===== config.mk =====
export PLATFORM = sky130hd
export DESIGN_NAME = div_seq
export DESIGN_NICKNAME = d
export VERILOG_FILES = /design/src/rtl/div_seq.sv
export SDC_FILE = /design/constraint.sdc
export NUM_CORES = 1
export LEC_CHECK = 0
export CAP_MARGIN = 25
export CELL_PAD_IN_SITES_DETAIL_PLACEMENT = 0
export CELL_PAD_IN_SITES_GLOBAL_PLACEMENT = 2
export CORE_ASPECT_RATIO = 0.8
export CORE_MARGIN = 1.5
export CORE_UTILIZATION = 36
export DETAILED_ROUTE_END_ITERATION = 16
export PLACE_DENSITY = 0.86
export SKIP_CTS_REPAIR_TIMING = 1
export SLEW_MARGIN = 20
export SYNTH_ARGS = -nofsm -noshare
export SYNTH_HDL_FRONTEND = slang
export SYNTH_SLANG_ARGS = --single-unit

===== constraint.sdc =====
create_clock -name clock -period 11 [get_ports clock]
set_clock_uncertainty 0.15 [all_clocks]
set_input_delay 1.65 -clock clock [delete_from_list [all_inputs] [get_ports clock]]
set_output_delay 1.65 -clock clock [all_outputs]
set_load 0.1 [all_outputs]

===== src/rtl/div_seq.sv =====
// Sequential restoring divider with optional two's-complement operands.
// One quotient bit per cycle; divide-by-zero short-circuits straight to completion.
//
// state | meaning
// IDLE  | waiting for a start request
// CALC  | one shift-subtract iteration per cycle, WIDTH cycles total
// FIX   | apply result signs, load HI/LO, raise DIV_END
// DONE  | completion cycle; accepts a new start exactly like IDLE
`timescale 1ns/1ps
module div_seq #(
   parameter int WIDTH = 32
) (
   input  logic             clock,
   input  logic             reset,
   input  logic             DIV_START,
   input  logic             SIGNED_MODE,
   input  logic [WIDTH-1:0] A,
   input  logic [WIDTH-1:0] B,
   output logic             DIV_BUSY,
   output logic             DIV_END,
   output logic [WIDTH-1:0] HI,
   output logic [WIDTH-1:0] LO,
   output logic             DIV_O
);

   localparam int CW = (WIDTH > 1) ? $clog2(WIDTH) : 1;

   typedef enum logic [1:0] {IDLE, CALC, FIX, DONE} state_t;

   state_t           state;
   logic [CW-1:0]    cnt;
   logic [WIDTH-1:0] quo;
   logic [WIDTH-1:0] rem;
   logic [WIDTH-1:0] dvs;
   logic             neg_q;
   logic             neg_r;

   logic             a_neg;
   logic             b_neg;
   logic [WIDTH-1:0] a_abs;
   logic [WIDTH-1:0] b_abs;
   logic [WIDTH:0]   trial;

   // Operand magnitudes and the WIDTH+1-bit trial subtraction for the current iteration.
   // The most-negative value maps onto itself, which is the correct unsigned magnitude.
   always_comb begin
      a_neg = SIGNED_MODE & A[WIDTH-1];
      b_neg = SIGNED_MODE & B[WIDTH-1];
      a_abs = a_neg ? -A : A;
      b_abs = b_neg ? -B : B;
      trial = {rem, quo[WIDTH-1]} - {1'b0, dvs};
   end

   // Sequencer: accept, iterate, sign fix-up, completion pulse.
   always_ff @(posedge clock) begin
      if (reset) begin
         state    <= IDLE;
         cnt      <= '0;
         quo      <= '0;
         rem      <= '0;
         dvs      <= '0;
         neg_q    <= 1'b0;
         neg_r    <= 1'b0;
         HI       <= '0;
         LO       <= '0;
         DIV_O    <= 1'b0;
         DIV_END  <= 1'b0;
         DIV_BUSY <= 1'b0;
      end else begin
         case (state)
            IDLE, DONE: begin
               DIV_END <= 1'b0;
               if (DIV_START) begin
                  if (B == '0) begin
                     // No iterations: the zero result is produced by FIX.
                     DIV_O <= 1'b1;
                     state <= FIX;
                  end else begin
                     DIV_O    <= 1'b0;
                     quo      <= a_abs;
                     dvs      <= b_abs;
                     rem      <= '0;
                     neg_q    <= a_neg ^ b_neg;
                     neg_r    <= a_neg;
                     cnt      <= CW'(WIDTH - 1);
                     DIV_BUSY <= 1'b1;
                     state    <= CALC;
                  end
               end else begin
                  state <= IDLE;
               end
            end
            CALC: begin
               // quo doubles as the dividend shift register; quotient bits fill from the bottom.
               if (!trial[WIDTH]) begin
                  rem <= trial[WIDTH-1:0];
                  quo <= {quo[WIDTH-2:0], 1'b1};
               end else begin
                  rem <= {rem[WIDTH-2:0], quo[WIDTH-1]};
                  quo <= {quo[WIDTH-2:0], 1'b0};
               end
               if (cnt == '0) begin
                  DIV_BUSY <= 1'b0;
                  state    <= FIX;
               end else begin
                  cnt <= cnt - 1'b1;
               end
            end
            FIX: begin
               if (DIV_O) begin
                  HI <= '0;
                  LO <= '0;
               end else begin
                  LO <= neg_q ? -quo : quo;
                  HI <= neg_r ? -rem : rem;
               end
               DIV_END  <= 1'b1;
               DIV_BUSY <= 1'b0;
               state    <= DONE;
            end
            default: state <= IDLE;
         endcase
      end
   end

endmodule

==> results of run 1 <==
## cells by family (layout without fill, tap and decap cells)
family / Yosys count / after routing / synth area share [%]
simple gates: 438 / 438 / 18.6
mux: 30 / 30 / 2.83
compound gates: 397 / 397 / 24.1
xor+xnor: 148 / 148 / 12.2
fa+ha+maj: 42 / 42 / 5.03
buf+inv: 129 / 236 / 4.68
flops: 172 / 172 / 32.5
## state kept, by name, summed over array words and instances (netlist names)
signal    cells
DIV_BUSY      1
LO           32
neg_q         1
quo          32
HI           32
DIV_END       1
state         2
rem          32
DIV_O         1
dvs          32
neg_r         1
cnt           5
## worst max-delay path: cells and delay by family
family | cells | cell delay [ns]
buffers and inverters | 4 | 1.51
AOI/OAI and AO/OA | 3 | 0.33
and+or+nand+nor | 7 | 1.99
## synth_stat cells (5+ instances only)
cell type,n
a211oi_1,38
a21o_1,15
a21oi_1,97
a22o_1,15
a22oi_1,49
a31oi_1,11
and2_1,5
and3_1,10
clkbuf_1,64
dfxtp_1,172
ha_1,41
inv_1,57
mux2i_1,30
nand2_1,183
nand2b_1,17
nand3_1,10
nor2_1,141
nor3_1,14
nor4_1,11
o211ai_1,13
o21ai_0,95
o31ai_1,22
o41ai_1,14
or3_1,6
or4_1,8
xnor2_1,108
xor2_1,40
## metrics by stage
stage / cells / util, % / worst slack (ns) / cell area [um2]
2_1_floorplan: 1356 / - / 6.76 / 10600
3_5_place_dp: 1800 / 42.8 / 5.23 / 12200
3_3_place_gp: 1799 / 42.7 / 5.34 / 12200
6_report: 1833 / 45.0 / 5.68 / 12900
4_1_cts: 1832 / 44.9 / 5.69 / 12900
5_1_grt: 1833 / 45.0 / 5.29 / 12900
## area by class of cell
class	count	area share (%)
multi-input cells	1055	51.9
clock buffers	18	3.41
clock inverters	14	1.35
well taps	370	3.60
flip-flops and latches	172	26.8
repair buffers	146	11.3
inverters	58	1.69
## worst max-delay path by stage
stage	startpoint	endpoint	slack (ns)	depth (start not counted)
finish	B[6]	rem[31]	5.68	14
global route	B[6]	rem[31]	5.29	14
CTS	B[6]	rem[31]	5.69	14
detailed placement	B[4]	rem[31]	5.23	14
global placement	B[6]	rem[31]	5.34	14
floorplan	B[6]	rem[26]	6.76	12
## placed cells by master (no fill, tap or decap), types with 4 or more instances in the layout
| cell type | instances |
|---|---|
| clkdlybuf4s50_1 | 133 |
| inv_8 | 4 |
| inv_1 | 57 |
| dfxtp_1 | 172 |
| a22o_1 | 15 |
| or3_1 | 6 |
| a211oi_1 | 38 |
| a21o_1 | 15 |
| nor3_1 | 14 |
| clkbuf_16 | 17 |
| nand2_1 | 183 |
| nor2b_1 | 4 |
| and2_1 | 5 |
| o211ai_1 | 13 |
| a22oi_1 | 49 |
| o41ai_1 | 14 |
| o31ai_1 | 22 |
| o21a_1 | 4 |
| nor2_1 | 140 |
| ha_1 | 41 |
| buf_4 | 11 |
| mux2i_1 | 30 |
| or2_2 | 4 |
| nor4_1 | 11 |
| o21ai_0 | 95 |
| xor2_1 | 40 |
| a21oi_1 | 96 |
| a31oi_1 | 11 |
| nand3_1 | 10 |
| nand2b_1 | 17 |
| xnor2_1 | 107 |
| or4_1 | 8 |
| and3_1 | 10 |
## layer usage
metal / share of wire, % / global-route usage (%)
met1: 59 / 33.8
met2: 35 / 24.3
met3: 5.1 / 3.51
met4: 0.55 / 3.54
met5: 0 / 0
## power groups by stage
stage                     clock (W)  combinational, W  sequential [W]
after floorplan                   0          0.000704        0.000902
after global placement            0           0.00105        0.000840
after detailed placement          0           0.00106        0.000843
after CTS                  0.000632           0.00106        0.000828
after global routing       0.000660           0.00118        0.000841
final                      0.000622           0.00107        0.000830
==> flow_metrics.py, run 1 <==
metrics = {
    "run_status": {
        "status": "finished clean",
    },
    "power_and_ir_drop": {
        "p_seq_share_pct": 32.9,
        "total_leakage_power_nw": 4.75,
        "intPower_w": 0.00144,
        "vdd_drop_max_mv": 0.113,
        "clock_power_share_pct": 24.7,
        "fin_total_pwr_w": 0.00252,
        "power_per_cell_area_nw_per_um2": 196,
        "power_frac_comb_pct": 42.4,
        "switching_power_w": 0.00108,
        "swShare_pct": 43.0,
    },
    "clock_network": {
        "clk_latency_ns": 0.44,
        "cts_root_buf": "clkbuf_16",
        "h-tree-depth": 4,
        "clkSinkCount": 172,
        "cts_tree": "done",
        "cts_made_buffers": 17,
        "cts_buffer_depth": 2,
        "clk_pin_slew_worst_paths_ns": 0.07,
    },
    "grt": {
        "grt_pass1_wl_um": 48100,
        "grt_max_degree": 73,
        "grt_usage_pct": 19.8,
        "antenna_found_initial": 0,
        "overflow": 0,
        "grt_pass1_vias": 8505,
    },
    "routing": {
        "wl_per_cell_um": 16.7,
        "post-route-drc-count": 0,
        "first_pass_iters": 5,
        "routed_wirelength_um": 30600,
        "vias": 9603,
        "drtIter0Drc": 760,
        "via_per_inst": 5.24,
        "ant_nets": 0,
    },
    "logic_synthesis": {
        "ys_ff_latch": 172,
        "synthArstFlopShare_pct": 0,
        "mappedNetlistArea_um2": 10600,
        "ys.flop_type": "dfxtp_1",
        "syn-instance-count": 1356,
        "ys_warn_count": 0,
        "yosysTopAreaCellShare_pct": 32.5,
        "synth_top_area_cell": "dfxtp_1",
        "synth-edff-count": 0,
        "syn_avg_cell_area_um2": 7.81,
        "synth.area.top_cells": "dfxtp_1 (33%), xnor2_1 (8.9%), nand2_1 (6.5%), nor2_1 (5.0%), ha_1 (4.8%)",
        "seq_area_frac_synth_pct": 32.5,
        "synth.distinct_cells": 61,
        "syn_nets": 1466,
    },
    "finish": {
        "n_antenna_cell": 0,
        "multiInputGateArea_um2": 6680,
        "num-fill-cells": 2856,
        "ff_latch_area_um2": 3440,
        "area_growth_pct": 21.5,
        "drive_gt1_share_pct": 4.37,
        "nets": 1560,
    },
    "min_path": {
        "min_path_cells": 2,
        "min_path_type": "reg2reg",
        "hold_start": "dvs[31]",
        "holdPathEnd": "dvs[31]",
    },
    "place": {
        "io_buffers": 134,
        "gp_congestion": 0.842,
        "dp_hpwl_um": 23300,
    },
    "critical_path": {
        "cp.arrival_ns": 5.53,
        "worstPathRequired_ns": 11.21,
        "r2r_start": "quo[31]",
        "cp_slowest_cell": "nor4_1",
        "cp-end-kind": "flip-flop",
        "r2r_cells": 14,
        "path_class": "in2reg",
        "crit_path_max_incr_delay_ns": 0.46,
        "crit_path_frequent_cell": "buf_4",
        "start_kind": "input pin",
        "rr_endpoint": "rem[27]",
        "path_cells": "clkdlybuf4s50_1 -> nor4_1 -> nor3b_1 -> and3_1 -> nand4_1 -> nor3_1 -> or2_2 -> buf_4 -> o21ai_2 -> buf_4 -> nor2_1 -> buf_4 -> o21ai_0 -> o211ai_1",
        "reg2reg_slack_ns": 6.90,
        "crit_fanout": 62,
    },
    "floorplan": {
        "rows": 55,
        "die_h_um": 156,
        "start_util_pct": 37.0,
        "die_x_um": 195,
        "ios": 135,
        "coreArea_um2": 28600,
        "die_area_um2": 30500,
    },
    "timing": {
        "tns_ns": 0,
        "hold_ws_ns": 0.311,
        "worstMarginPinSlew_ns": 0.999,
        "final_max_slew_viol_count": 0,
        "rsz0062_at_grt": "false",
        "final_hold_viol_count": 0,
        "min_period_ns": 5.32,
        "max_freq_mhz": 188,
        "setup_violations": 0,
        "fin_crit_sh_pct": 48.4,
        "relSlewSlack_pct": 33.2,
    },
    "flow_run": {
        "drv_cap": 0,
    },
}
Power figures use the tool's default switching activity.
==> run 2: changes to the inputs <==
--- a/config.mk
+++ b/config.mk
@@ -10,9 +10,9 @@
 export CELL_PAD_IN_SITES_GLOBAL_PLACEMENT = 2
 export CORE_ASPECT_RATIO = 0.8
 export CORE_MARGIN = 1.5
-export CORE_UTILIZATION = 36
+export CORE_UTILIZATION = 30
 export DETAILED_ROUTE_END_ITERATION = 16
-export PLACE_DENSITY = 0.86
+export PLACE_DENSITY = 0.77
 export SKIP_CTS_REPAIR_TIMING = 1
 export SLEW_MARGIN = 20
 export SYNTH_ARGS = -nofsm -noshare
==> constraint.sdc (replaced) <==
create_clock -name clock -period 4.4 [get_ports clock]
set_clock_uncertainty 0.15 [all_clocks]
set_input_delay 0.66 -clock clock [delete_from_list [all_inputs] [get_ports clock]]
set_output_delay 0.66 -clock clock [all_outputs]
set_load 0.1 [all_outputs]
==> run 2 against run 1 <==
- design area grew 1.5%
- sequential cell count unchanged
- core utilization is 7.3 points lower
- largest cell class unchanged
- clock-buffer cell count unchanged
- power increased to 2.5 times the previous value
==> flow_metrics.py, run 2 (synthesis gave the netlist of run 1 again) <==
metrics = {
    "clock_network": {
        "h-tree-depth": 4,
        "cts_made_buffers": 17,
        "cts_root_buf": "clkbuf_16",
        "clkSinkCount": 172,
        "clk_pin_slew_worst_paths_ns": 0.07,
        "cts_buffer_depth": 2,
        "cts_tree": "done",
        "clk_latency_ns": 0.44,
    },
    "timing": {
        "final_max_slew_viol_count": 0,
        "final_hold_viol_count": 0,
        "tns_ns": 0,
        "rsz0062_at_grt": "false",
        "min_period_ns": 3.66,
        "worstMarginPinSlew_ns": 1.04,
        "relSlewSlack_pct": 30.7,
        "fin_crit_sh_pct": 83.2,
        "setup_violations": 0,
        "max_freq_mhz": 273,
    },
    "critical_path": {
        "cp-end-kind": "flip-flop",
        "path_class": "in2reg",
        "crit_fanout": 61,
        "cp.arrival_ns": 3.86,
        "worstPathRequired_ns": 4.60,
        "start_kind": "input pin",
    },
    "power_and_ir_drop": {
        "clock_power_share_pct": 24.5,
        "p_seq_share_pct": 32.7,
        "power_per_cell_area_nw_per_um2": 484,
        "vdd_drop_max_mv": 0.284,
        "intPower_w": 0.00360,
        "switching_power_w": 0.00272,
        "fin_total_pwr_w": 0.00632,
        "power_frac_comb_pct": 42.8,
        "total_leakage_power_nw": 4.82,
        "swShare_pct": 43.0,
    },
    "routing": {
        "ant_nets": 0,
        "first_pass_iters": 5,
        "routed_wirelength_um": 32400,
        "via_per_inst": 4.94,
        "vias": 9616,
        "post-route-drc-count": 0,
        "wl_per_cell_um": 16.6,
        "drtIter0Drc": 631,
    },
    "min_path": {
        "min_path_type": "reg2reg",
    },
    "grt": {
        "antenna_found_initial": 0,
        "grt_usage_pct": 17.8,
        "grt_max_degree": 81,
        "grt_pass1_wl_um": 51000,
        "grt_pass1_vias": 8626,
        "overflow": 0,
    },
    "finish": {
        "multiInputGateArea_um2": 6680,
        "drive_gt1_share_pct": 5.15,
        "num-fill-cells": 3624,
        "n_antenna_cell": 0,
        "nets": 1572,
        "ff_latch_area_um2": 3440,
        "area_growth_pct": 23.4,
        "mostFrequentLayoutCell": "nand2_1",
        "final_cell_mix": "nand2_1 (183), dfxtp_1 (172), nor2_1 (140), clkdlybuf4s50_1 (133), xnor2_1 (107)",
    },
    "floorplan": {
        "die_h_um": 171,
        "start_util_pct": 30.5,
        "die_area_um2": 36500,
        "coreArea_um2": 34700,
        "die_x_um": 213,
        "rows": 61,
        "ios": 135,
    },
    "place": {
        "dp_hpwl_um": 24700,
        "io_buffers": 134,
        "gp_congestion": 0.832,
    },
    "run_status": {
        "status": "finished clean",
    },
    "flow_run": {
        "drv_cap": 0,
    },
}
-- run 2: cell types whose count changed in the layout (fill, tap and decap cells not counted), sizes merged --
cell / before / now
buf: 13 / 25
inv: 62 / 65
clkinv: 7 / 5
clkinvlp: 2 / 1
-- run 2: stage by stage --
stage               cell area [um2]  util [%]  hold WS (ns)  std cells  setup slack, ns
floorplan                     10600         -         0.282       1356            0.865
global placement              12500      35.9         0.292       1914            0.446
detailed placement            12500      35.9         0.302       1915            0.293
CTS                           13100      37.6         0.311       1947            0.753
global route                  13100      37.6         0.337       1947            0.392
finish                        13100      37.6         0.306       1947            0.738
-- run 2: area by class of cell --
class,count,area share (%)
clock buffer,18,3.36
inverter,58,1.67
clock inverter,14,1.15
timing repair buffer,158,11.9
multi-input combinational,1055,51.1
tap,472,4.52
sequential,172,26.3
-- run 2: final timing paths --
check / startpoint / to / slack, ns / cells after the start
max: B[4] / dvs[29] / 0.74 / 11
min: dvs[30] / dvs[30] / 0.31 / 2
max reg2reg: rem[2] / rem[25] / 0.75 / 13
min reg2reg: dvs[30] / dvs[30] / 0.31 / 2
-- run 2: critical path, cell delays in order --
cell and delay [ns]:
clkdlybuf4s50_1 0.49, nor4_1 0.49, nor3b_1 0.36, and3_1 0.32, nand4_1 0.17, nor3_1 0.23
buf_4 0.17, or2_2 0.12, buf_4 0.45, nor2_1 0.14, a211oi_1 0.22
-- run 2: routing by layer --
metal  routed length [um]  up-vias  global-route usage, %
met4                  278        0                   3.79
met5                    0        -                      0
met3                 1530       19                   2.31
met1                19400     4387                   31.1
met2                11200      200                   21.4
li1                     -     5010                      -
-- run 2: power groups by stage --
stage	clock network, W	logic, W	registers [W]
finish	0.00155	0.00270	0.00207
floorplan	0	0.00176	0.00226
global route	0.00166	0.00300	0.00210
global placement	0	0.00268	0.00210
CTS	0.00159	0.00271	0.00206
detailed placement	0	0.00271	0.00210
==> edit 1 (flow settings as in run 2) <==
Re-encode `state_t` (4 states) as one-hot, 4 bits wide.
--- a/src/rtl/div_seq.sv
+++ b/src/rtl/div_seq.sv
@@ -26,5 +26,5 @@
    localparam int CW = (WIDTH > 1) ? $clog2(WIDTH) : 1;
 
-   typedef enum logic [1:0] {IDLE, CALC, FIX, DONE} state_t;
+   typedef enum logic [3:0] {IDLE = 4'b0001, CALC = 4'b0010, FIX = 4'b0100, DONE = 4'b1000} state_t;
 
    state_t           state;
Check against the original RTL: same outputs for any inputs over 10 cycles, from zero or initial values and one cycle with reset high; not proved beyond that.
==> edit 1 against run 2 <==
  * Routed wire length about the same
  * Global-route usage shrank 0.29 points
  * Area after synthesis is essentially flat
  * Critical path depth is 1 lower
  * Setup slack better by 0.011 ns
  * Via count up 1.3%
  * Die area about the same
  * Sequential cell count increased by 2
  * Final area decreased by 0.26%
Power is not compared: it rests on default switching activity, and its combinational part moved more than twofold at a synthesized area within 25%.
==> edit 1: results (changes against run 2) <==
INFO  timing         timing.hold.ws=0.308ns [+0.00153 ns]
INFO  outcome        status=finished clean
INFO  synthesis      synth_area_per_cell=7.87µm² [+0.81%]
INFO  synthesis      xor_xnor_portion_of_the_synthesized_cell_area=12.7% [+0.41 points]
INFO  global_routing use_met3=2.75% [+0.44 points]
INFO  placed_design  placed_area=0.0125mm² [about the same]
INFO  global_routing global_route.usage.met1=29.3% [-1.8 points]
INFO  critical_path  ff2ff_setup_slack=0.76ns
INFO  detailed_routing detail_route.iter0.violations=659 [+4.4%]
INFO  min_path       min_to=dvs[31]
INFO  critical_path  worst_r2r_endpoint=rem[7]
INFO  global_routing number_of_global_route_vias_before_repair=8670 [+0.51%]
INFO  detailed_routing detailedRoute.firstPassIterationCount=5 [unchanged]
INFO  synthesis      ys_warn_count=0 [unchanged]
INFO  min_path       hp-start=dvs[31]
INFO  timing         max_freq=274MHz [+0.29%]
INFO  critical_path  path_max_fanout=35 [-43%]
INFO  critical_path  worst_path_max_delay_cell=or4_1
INFO  global_routing grt_usage=17.6% [-0.29 points]
INFO  global_routing grt_max_degree=82 [+1.2%]
INFO  synthesis      synth.mux.area_fraction=0.851% [-2.0 points]
INFO  detailed_routing vias=9741 [+1.3%]
INFO  synthesis      synth.distinct_cells=63 [+3.3%]
INFO  synthesis      yosysSeqAreaShare=32.9% [+0.38 points]
INFO  synthesis      synthAdderAreaFrac=4.68% [-0.35 points]
INFO  synthesis      synth_compound_gate_area_share=25.6% [+1.5 points]
INFO  placed_design  place.gp.congestion=0.809 [-2.8%]
INFO  detailed_routing route.detailed.vias_per_inst=5.04 [+2.1%]
INFO  synthesis      yosys-top-cells-count=dfxtp_1 (174), nor2_1 (166), nand2_1 (126)
INFO  clocking       cts_buffers=17 [unchanged]
INFO  global_routing grt_first_pass_wirelength=50300µm [-1.3%]
INFO  critical_path  crit_path_start=B[13]
INFO  critical_path  worst_setup_path_endpoint=quo[27]
INFO  cells_and_area post_route_cells_drive_above_1_share=5.62% [+0.46 points]
INFO  critical_path  reg2reg_depth=11 [-2]
INFO  placed_design  dp_cells=1900 [-0.78%]
INFO  placed_design  hpwl_after_detailed_placement=24700µm [+0.18%]
INFO  pwr            p_total=3.94mW
INFO  critical_path  timing.rr.start=rem[12]
INFO  synthesis      synth_fp_nets=1452 [-0.95%]
INFO  critical_path  cp_slowest_stage_delay=0.58ns [+0.09 ns]
INFO  global_routing grt_util_met2=22.6% [+1.2 points]
INFO  global_routing antenna_found_initial=0 [unchanged]
INFO  placed_design  dp_worst_setup_slack=0.308ns [+0.0155 ns]
INFO  cells_and_area num-nets-final=1554 [-1.1%]
INFO  detailed_routing finalWirelength=32300µm [about the same]
INFO  synthesis      synth_area_leaders=dfxtp_1 (33%), xnor2_1 (8.4%), nor2_1 (5.9%), a21oi_1 (5.3%), ha_1 (4.5%)
INFO  timing         maxSlewHeadroom=30.3% [-0.37 points]
==> edit 1: cells by family after synthesis <==
logic type	Yosys count
compound gates	413
xor+xnor	153
fa+ha+maj	39
buf+inv	130
flops	174
mux	9
simple gates	427
==> edit 1: cell type report <==
| class | count | area (µm²) |
|---|---|---|
| well taps | 472 | 591 |
| flip-flops and latches | 174 | 3480 |
| fillers | 3626 | 21700 |
| inverters | 52 | 195 |
| multi-input cells | 1041 | 6660 |
| clock inverters | 15 | 139 |
| repair buffers | 161 | 1540 |
| clock buffers | 17 | 425 |
==> edit 1: routing by layer <==
metal  vias to the layer above  part of all wire (%)
li1                       5041                     -
met1                      4513                    58
met2                       176                    38
met3                        11                   3.6
met4                         0                  0.58
met5                         -                     0
==> edit 1: critical path: cells and delay by family <==
kind,cells,cell delay [ns]
simple gates,5,1.89
buf+inv,2,0.71
compound gates,3,0.59
==> edit 2 (settings of run 2) <==
Made on the original files. The parameter `WIDTH` goes from 32 to 64.
--- a/src/rtl/div_seq.sv
+++ b/src/rtl/div_seq.sv
@@ -9,5 +9,5 @@
 `timescale 1ns/1ps
 module div_seq #(
-   parameter int WIDTH = 32
+   parameter int WIDTH = 64
 ) (
    input  logic             clock,
Interface: changed (resized A, B, HI and LO); port bits go from 135 to 263. The function was not compared with the original's and may differ.
==> edit 2 against run 2 <==
  * Final area rose by 110%
  * Area after synthesis rose by 110%
  * Combinational power rose by 130%
  * Power rose by 120%
  * Setup slack got worse by 0.39 ns
  * Sequential cell count rose by 161
  * Routed wire length rose to 2.7 times the old value
  * Non-clock buffer count rose by 229
  * Critical endpoint is now rem[6]
  * Largest cell class unchanged
  * Highest routed layer is now met5
==> edit 2: results (changes against run 2) <==
INFO  outcome        status=finished clean
INFO  cells_and_area final_cell_count_no_fill=4124 [+110%]
INFO  cells_and_area clkCellAreaFrac=5.00% [+0.49 points]
INFO  placed_design  portBuffers=262 [+96%]
INFO  timing         worst-slew-pin-transition=1.11ns [+0.0697 ns]
INFO  placed_design  hpwl_after_detailed_placement=67100µm [+170%]
INFO  pwr            power.sequential.total=3.99mW [+93%]
INFO  cells_and_area multi_input_gates=2279 [+120%]
INFO  clocking       clockBufferDepth=3 [+1]
INFO  placed_design  dp_cells=4048 [+110%]
INFO  global_routing number_of_global_route_vias_before_repair=20966 [+140%]
INFO  global_routing global_route.usage.met1=34.2% [+3.1 points]
INFO  cells_and_area signal_buffer_area_fraction=13.5% [+1.6 points]
INFO  synthesis      synth_area_per_cell=7.59µm² [-2.8%]
INFO  global_routing use_met3=3.40% [+1.1 points]
INFO  pwr            clkPwrFrac=26.0% [+1.5 points]
INFO  cells_and_area inverters_excl_clock=105 [+81%]
INFO  detailed_routing wirelength_met1=44400µm [+130%]
INFO  detailed_routing met2_wirelength=35200µm [+220%]
INFO  global_routing grt_util_met2=31.6% [+10 points]
INFO  placed_design  placed_area=0.0263mm² [+110%]
INFO  cells_and_area fillerInstances=7456 [+110%]
INFO  pwr            vdd_ir_drop_max=0.295mV [+3.9%]
INFO  detailed_routing route.detailed.vias_per_inst=5.47 [+11%]
INFO  placed_design  place.gp.congestion=0.926 [+11%]
INFO  critical_path  path_delay_family=compound AO/OA/AOI/OAI gates
INFO  clocking       cts_buffers=41 [+24]
INFO  critical_path  path_max_fanout=44 [-28%]
INFO  global_routing grt_first_pass_wirelength=130000µm [+160%]
INFO  synthesis      synth.distinct_cells=90 [+48%]
==> edit 2: changes by cell type after synthesis, sizes merged, moves of 38 or more <==
cell    delta
a22o      +38
a21oi    +110
nor3      +42
o211ai    +46
clkbuf    +97
xor2      +58
o21ai     +51
nand2    +206
nand4     +87
dfxtp    +161
nor2     +159
inv       +48
xnor2     +98
==> edit 2: logic make-up after synthesis <==
group                      Yosys count  share of synthesized area [%]
xor gates and xnor gates           304                           12.0
AOI/OAI and AO/OA                  842                           25.7
buffers and inverters              298                           5.21
muxes                                7                          0.317
and+or+nand+nor                   1052                           22.3
adders and majority gates           74                           4.22
DFF                                333                           30.2
==> edit 2: worst paths after layout <==
| kind | start | to | slack, ns | depth (start not counted) |
|---|---|---|---|---|
| setup reg to reg | quo[63] | rem[6] | 0.35 | 16 |
| hold / removal | dvs[63] | dvs[63] | 0.31 | 2 |
| hold reg to reg | dvs[63] | dvs[63] | 0.31 | 2 |
| setup / recovery | quo[63] | rem[6] | 0.35 | 16 |
